$ cat src/rtl/timing_loop_ctrl.sv
// Sequencer for the Gardner timing-recovery loop: IDLE -> FLUSH -> ACQ -> TRACK with a
// windowed |e| lock detector. Define TIMING_LOOP_STATS_EN to add the unlock_cnt_o counter.
module timing_loop_ctrl #(
    parameter int            WE         = 18,
    parameter int            WG         = 16,
    parameter logic [WG-1:0] KP_ACQ     = 16'h0800,
    parameter logic [WG-1:0] KI_ACQ     = 16'h0040,
    parameter logic [WG-1:0] KP_TRK     = 16'h0200,
    parameter logic [WG-1:0] KI_TRK     = 16'h0008,
    parameter int            FLUSH_SYMS = 2,
    parameter int            ACQ_SYMS   = 256,
    parameter int            LOCK_WIN   = 64,
    parameter int            LOCK_THR   = 20000,
    parameter int            UNLOCK_CNT = 4
) (
    input  logic                            clk,
    input  logic                            reset_n,
    input  logic                            enable_i,
    input  logic signed [WE-1:0]            e_in,
    input  logic                            e_valid_i,
    output logic [WG-1:0]                   kp_o,
    output logic [WG-1:0]                   ki_o,
    output logic                            loop_en_o,
    output logic                            loop_clr_o,
    output logic [1:0]                      state_o,
    output logic                            locked_o,
    output logic [WE-2+$clog2(LOCK_WIN):0]  lock_metric_o
`ifdef TIMING_LOOP_STATS_EN
    ,
    output logic [15:0]                     unlock_cnt_o
`endif
);

    localparam int MW = WE - 1 + $clog2(LOCK_WIN);
    localparam int LW = $clog2(LOCK_WIN);
    localparam int FW = $clog2(FLUSH_SYMS + 1);
    localparam int AW = $clog2(ACQ_SYMS + 1);
    localparam int BW = $clog2(UNLOCK_CNT + 1);

    localparam logic [1:0] S_IDLE  = 2'd0;
    localparam logic [1:0] S_FLUSH = 2'd1;
    localparam logic [1:0] S_ACQ   = 2'd2;
    localparam logic [1:0] S_TRACK = 2'd3;

    localparam logic [LW-1:0] WIN_LAST   = LW'(LOCK_WIN - 1);
    localparam logic [FW-1:0] FLUSH_LAST = FW'(FLUSH_SYMS - 1);
    localparam logic [AW-1:0] ACQ_MAX    = AW'(ACQ_SYMS);
    localparam logic [BW-1:0] BAD_LAST   = BW'(UNLOCK_CNT - 1);

    logic [1:0]    state;
    logic [FW-1:0] flush_cnt;
    logic [LW-1:0] win_cnt;
    logic [AW-1:0] acq_cnt;
    logic [BW-1:0] bad_cnt;
    logic [MW-1:0] acc;
    logic          good_hist;

    logic [WE-2:0] e_abs;
    logic [MW-1:0] sum;
    logic [AW-1:0] acq_nxt;
    logic          win_end;
    logic          win_good;
    logic          fall_back;

    assign state_o = state;

    always_comb begin
        // most negative error has no positive twin; clamp to the largest magnitude
        if (e_in[WE-1] && (e_in[WE-2:0] == '0))
            e_abs = '1;
        else if (e_in[WE-1])
            e_abs = (WE-1)'(-e_in);
        else
            e_abs = e_in[WE-2:0];
        sum       = acc + MW'(e_abs);
        win_end   = e_valid_i && (win_cnt == WIN_LAST);
        win_good  = 64'(sum) < 64'(LOCK_THR);
        acq_nxt   = (acq_cnt == ACQ_MAX) ? acq_cnt : acq_cnt + AW'(1);
        fall_back = enable_i && (state == S_TRACK) && win_end && !win_good &&
                    (bad_cnt == BAD_LAST);
    end

    always_ff @(posedge clk or negedge reset_n) begin
        if (!reset_n) begin
            state         <= S_IDLE;
            kp_o          <= '0;
            ki_o          <= '0;
            loop_en_o     <= 1'b0;
            loop_clr_o    <= 1'b1;
            locked_o      <= 1'b0;
            lock_metric_o <= '0;
            flush_cnt     <= '0;
            win_cnt       <= '0;
            acq_cnt       <= '0;
            bad_cnt       <= '0;
            acc           <= '0;
            good_hist     <= 1'b0;
        end else if (!enable_i) begin
            // dropping enable wins over any coincident strobe; the metric is kept
            state      <= S_IDLE;
            kp_o       <= '0;
            ki_o       <= '0;
            loop_en_o  <= 1'b0;
            loop_clr_o <= 1'b1;
            locked_o   <= 1'b0;
        end else begin
            case (state)
                S_IDLE: begin
                    state      <= S_FLUSH;
                    kp_o       <= KP_ACQ;
                    ki_o       <= KI_ACQ;
                    loop_en_o  <= 1'b0;
                    loop_clr_o <= 1'b1;
                    flush_cnt  <= '0;
                end
                S_FLUSH: begin
                    if (e_valid_i) begin
                        if (flush_cnt == FLUSH_LAST) begin
                            state      <= S_ACQ;
                            loop_en_o  <= 1'b1;
                            loop_clr_o <= 1'b0;
                            win_cnt    <= '0;
                            acc        <= '0;
                            acq_cnt    <= '0;
                            bad_cnt    <= '0;
                            good_hist  <= 1'b0;
                        end else begin
                            flush_cnt <= flush_cnt + FW'(1);
                        end
                    end
                end
                default: begin
                    // ACQ and TRACK share the window datapath; also ends a fall-back clear pulse
                    loop_en_o  <= 1'b1;
                    loop_clr_o <= 1'b0;
                    if (e_valid_i) begin
                        if (state == S_ACQ)
                            acq_cnt <= acq_nxt;
                        if (win_end) begin
                            lock_metric_o <= sum;
                            acc           <= '0;
                            win_cnt       <= '0;
                            good_hist     <= win_good;
                        end else begin
                            acc     <= sum;
                            win_cnt <= win_cnt + LW'(1);
                        end
                    end
                    if ((state == S_ACQ) && win_end && win_good && good_hist &&
                        (acq_nxt == ACQ_MAX)) begin
                        state    <= S_TRACK;
                        kp_o     <= KP_TRK;
                        ki_o     <= KI_TRK;
                        locked_o <= 1'b1;
                    end
                    if ((state == S_TRACK) && win_end) begin
                        if (win_good)
                            bad_cnt <= '0;
                        else
                            bad_cnt <= bad_cnt + BW'(1);
                    end
                    if (fall_back) begin
                        state      <= S_ACQ;
                        kp_o       <= KP_ACQ;
                        ki_o       <= KI_ACQ;
                        loop_en_o  <= 1'b0;
                        loop_clr_o <= 1'b1;
                        locked_o   <= 1'b0;
                        win_cnt    <= '0;
                        acc        <= '0;
                        acq_cnt    <= '0;
                        bad_cnt    <= '0;
                        good_hist  <= 1'b0;
                    end
                end
            endcase
        end
    end

`ifdef TIMING_LOOP_STATS_EN
    always_ff @(posedge clk or negedge reset_n) begin
        if (!reset_n)
            unlock_cnt_o <= '0;
        else if (fall_back && (unlock_cnt_o != 16'hFFFF))
            unlock_cnt_o <= unlock_cnt_o + 16'd1;
    end
`endif

endmodule
$ cat config.mk
export PLATFORM = sky130hd
export DESIGN_NAME = timing_loop_ctrl
export DESIGN_NICKNAME = d
export VERILOG_FILES = /design/src/rtl/timing_loop_ctrl.sv
export SDC_FILE = /design/constraint.sdc
export NUM_CORES = 1
export LEC_CHECK = 0
export ABC_AREA = 1
export ABC_CLOCK_PERIOD_IN_PS = 2800
export BUFFER_PORTS_ARGS = -buffer_cell sky130_fd_sc_hd__buf_2
export CORE_MARGIN = 5
export CORE_UTILIZATION = 43
export CTS_CLUSTER_DIAMETER = 200
export DETAILED_ROUTE_END_ITERATION = 8
export PLACE_DENSITY = 0.69
export SYNTH_ARGS = -nofsm -noshare
export SYNTH_HDL_FRONTEND = slang
export SYNTH_SLANG_ARGS = --single-unit
$ cat constraint.sdc
create_clock -name clk -period 2.8 [get_ports clk]
set_input_delay 0 -clock clk [delete_from_list [all_inputs] [get_ports clk]]
set_output_delay 0 -clock clk [all_outputs]
set_load 0.01 [all_outputs]
==> results.json <==
{
  "rows": 41,
  "grt_usage_pct": 20.38,
  "cts_tree": "built",
  "grt_max_degree": 75,
  "core_area_sq_um": 12470,
  "power.total_uw": 6793,
  "cts_buffers": 9,
  "initial_core_util_pct": 43.49,
  "ios": 82,
  "hpwl_mm": 11.14,
  "htree_levels": 3,
  "die_w_um": 122.3,
  "critPathMaxStageDelay_ns": 0.22,
  "vdd_ir_drop_max_uv": 421.2,
  "setup_slack_ns": -0.4169,
  "final_core_util_pct": 60.56,
  "dr.first_iter.drc_count": 311,
  "avgSynthCellArea_sq_um": 6.828,
  "regToRegSetupSlack_ns": 0.18,
  "die_h_um": 122.3,
  "post-route-cell-area_sq_um": 7550,
  "syn_area_sq_um": 5421,
  "clock_sinks": 74,
  "drive_gt1_share_pct": 33.64,
  "diodes": 0,
  "p_switching_uw": 2967,
  "setup_tns_ns": -7.444,
  "power_frac_seq_pct": 23.1,
  "yosysWarnings": 0,
  "routabilityCongestion": 0.9239,
  "area_growth_pct": 39.26,
  "synthArstFlopShare_pct": 100.0,
  "setup_viol": 20,
  "hold_path_class": "primary input to flop",
  "clock_latency_ns": 0.34,
  "final_cell_mix": "nand2_1 (192), inv_1 (110), buf_4 (107)",
  "grt_pass1_wl_mm": 24.61,
  "finalMaxSlewViolations": 0,
  "n_fill_cell": 1060,
  "clock_path_buffers": 2,
  "grt_pass1_vias": 5361,
  "worst_ep_required_time_ns": 3.02,
  "powerDensity_nw_per_um2": 899.8,
  "via_per_inst": 4.985,
  "violations": "setup timing",
  "slowest_stage": "ha_2",
  "synth_cell_types": 41,
  "outcome": "finished with violations",
  "period_needed_ns": 3.217,
  "worstSetupStartpointType": "primary input",
  "grt_overflow": 0,
  "dr.pass1.iters": 5,
  "hold_viol_final": 0,
  "syn_inst": 794,
  "worstSetupPathType": "primary input to flop",
  "cpMostUsedCell": "nand2_1",
  "wl_per_cell_um": 13.88,
  "final_min_period_over_clock_period_pct": 114.9,
  "cp-startpoint": "e_in[0]",
  "drc": 0,
  "rr_worst_depth": 21,
  "p_sw_share_pct": 43.67,
  "drt-total-wl_mm": 15.75,
  "dpl_cell_area_sq_um": 6487,
  "portBuffers": 53,
  "drtAntennaViolNets": 0,
  "maxCapViolations": 0,
  "synth_edf_count": 0,
  "clockPowerShare_pct": 15.5,
  "slew_headroom_pct": 31.27,
  "synth_top_flop_cell": "dfrtp_1",
  "rr_startpoint": "acc[0]",
  "crit_path_max_fanout": 5,
  "final_common_cell": "nand2_1",
  "p_int_uw": 3826,
  "post-place-ws_ns": -1.112,
  "timing.fmax_ghz": 0.3109,
  "critical_path.endpoint": "kp_o[11]",
  "yosysSeqAreaShare_pct": 34.18,
  "clk_pin_slew_ns": 0.05,
  "ys_seq_elements": 74,
  "comb_power_share_pct": 61.5,
  "nNetsFinal": 1007,
  "critPathCaptureType": "flop",
  "crit_arrival_ns": 3.44,
  "finalClockSkew_ns": 0.007992,
  "antenna_found_initial": 0,
  "route.vias.total": 5658,
  "r2r_end": "acq_cnt[6]",
  "worstMarginPinSlew_ns": 1.027,
  "rsz0062_at_grt": "true",
  "holdCritStartpoint": "e_valid_i",
  "root_buffer": "clkbuf_16",
  "total_leakage_power_uw": 0.004014,
  "die_area_sq_um": 14950
}
-- power by group through the flow --
stage                     Sequential (uW)  Clock [uW]  Combinational, uW
after floorplan                      1470           0               1910
after CTS                            1540        1060               3710
after global placement               1530           0               3120
after detailed placement             1530           0               3170
final                                1570        1050               4170
after global routing                 1590        1110               4590
-- Yosys cell counts, drive strengths merged (2+ instances only) --
| library cell | instances | area share, % |
|---|---|---|
| o21ai | 65 | 6.0 |
| nand3b | 2 | 0.28 |
| a21oi | 24 | 2.5 |
| o31ai | 4 | 0.55 |
| dfrtp | 73 | 34 |
| xnor2 | 6 | 0.97 |
| nor3 | 15 | 1.5 |
| inv | 122 | 8.4 |
| nor4 | 4 | 0.46 |
| ha | 26 | 6.0 |
| o22ai | 8 | 0.92 |
| nand2 | 251 | 18 |
| buf | 32 | 4.3 |
| nand4 | 19 | 2.2 |
| o41ai | 2 | 0.32 |
| clkbuf | 9 | 0.62 |
| nand3 | 50 | 4.7 |
| nor2 | 58 | 4.7 |
| xor2 | 13 | 2.1 |
-- flip-flops by register name, indices dropped and copies added (netlist names) --
signal and count:
acc 23, acq_cnt 9, bad_cnt 3, flush_cnt 2, good_hist 1, kp_o 2, lock_metric_o 23, locked_o 1
loop_clr_o 1, loop_en_o 1, state_o 2, win_cnt 6
-- stage by stage --
step / hold slack [ns] / cells
final: 0.1962 / 1135
after global routing: 0.2196 / 1135
after CTS: 0.1991 / 1135
after detailed placement: 0.2025 / 1094
after global placement: 0.1991 / 1094
after floorplan: -0.2956 / 821
-- routing by layer --
layer | global-route usage, % | vias to the layer above | wire length [um] | share of wire, %
met1 | 26.66 | 2656 | 6836 | 43
met5 | 0 | - | 0 | 0
met4 | 6.438 | 0 | 327 | 2.1
met3 | 2.535 | 33 | 773 | 4.9
li1 | - | 2821 | - | -
met2 | 35.14 | 148 | 7811 | 50
-- kinds of logic (layout without fill, tap and decap cells) --
kind of cell	Yosys count	after routing	share of synthesized area, %
other	1	28	0.06917
AOI/OAI and AO/OA	105	106	10.55
buffers and inverters	164	304	13.48
muxes	1	1	0.1846
and+or+nand+nor	403	404	32.10
DFF	74	74	34.18
xor gates and xnor gates	19	19	3.069
adders and majority gates	27	27	6.370
-- worst min-delay path by stage --
stage                       endpoint  slack, ns  cells after the start
finish                    win_cnt[1]       0.20                      5
global route              win_cnt[1]       0.22                      5
CTS                       win_cnt[3]       0.20                      4
detailed placement  lock_metric_o[6]       0.20                      1
global placement    lock_metric_o[6]       0.20                      1
floorplan                     acc[0]      -0.30                      0
-- worst max-delay path, delay by kind of cell --
kind / cells / cell delay (ns)
buffers and inverters: 8 / 0.72
AOI/OAI and AO/OA: 2 / 0.15
adders and majority gates: 3 / 0.54
and+or+nand+nor: 18 / 2.01
-- timing repair --
action	4_1_cts	5_1_grt
buffers inserted	21	5
setup endpoints to repair	60	56
gates resized for setup	71	89
cloned	2	0
hold buffers	2	0
endpoints found under the hold margin	75	0
pin swaps	23	22
-- layout make-up --
class | instances | area, sq um | share of cell area, %
Multi-Input combinational cell | 585 | 3578 | 47.40
Clock buffer | 14 | 254.0 | 3.364
Timing Repair Buffer | 165 | 1150 | 15.23
Clock inverter | 2 | 13.76 | 0.1823
Inverter | 123 | 485.5 | 6.430
Sequential cell | 74 | 1853 | 24.54
Tap cell | 172 | 215.2 | 2.851
Note: power is estimated with default switching activity, not from simulation.
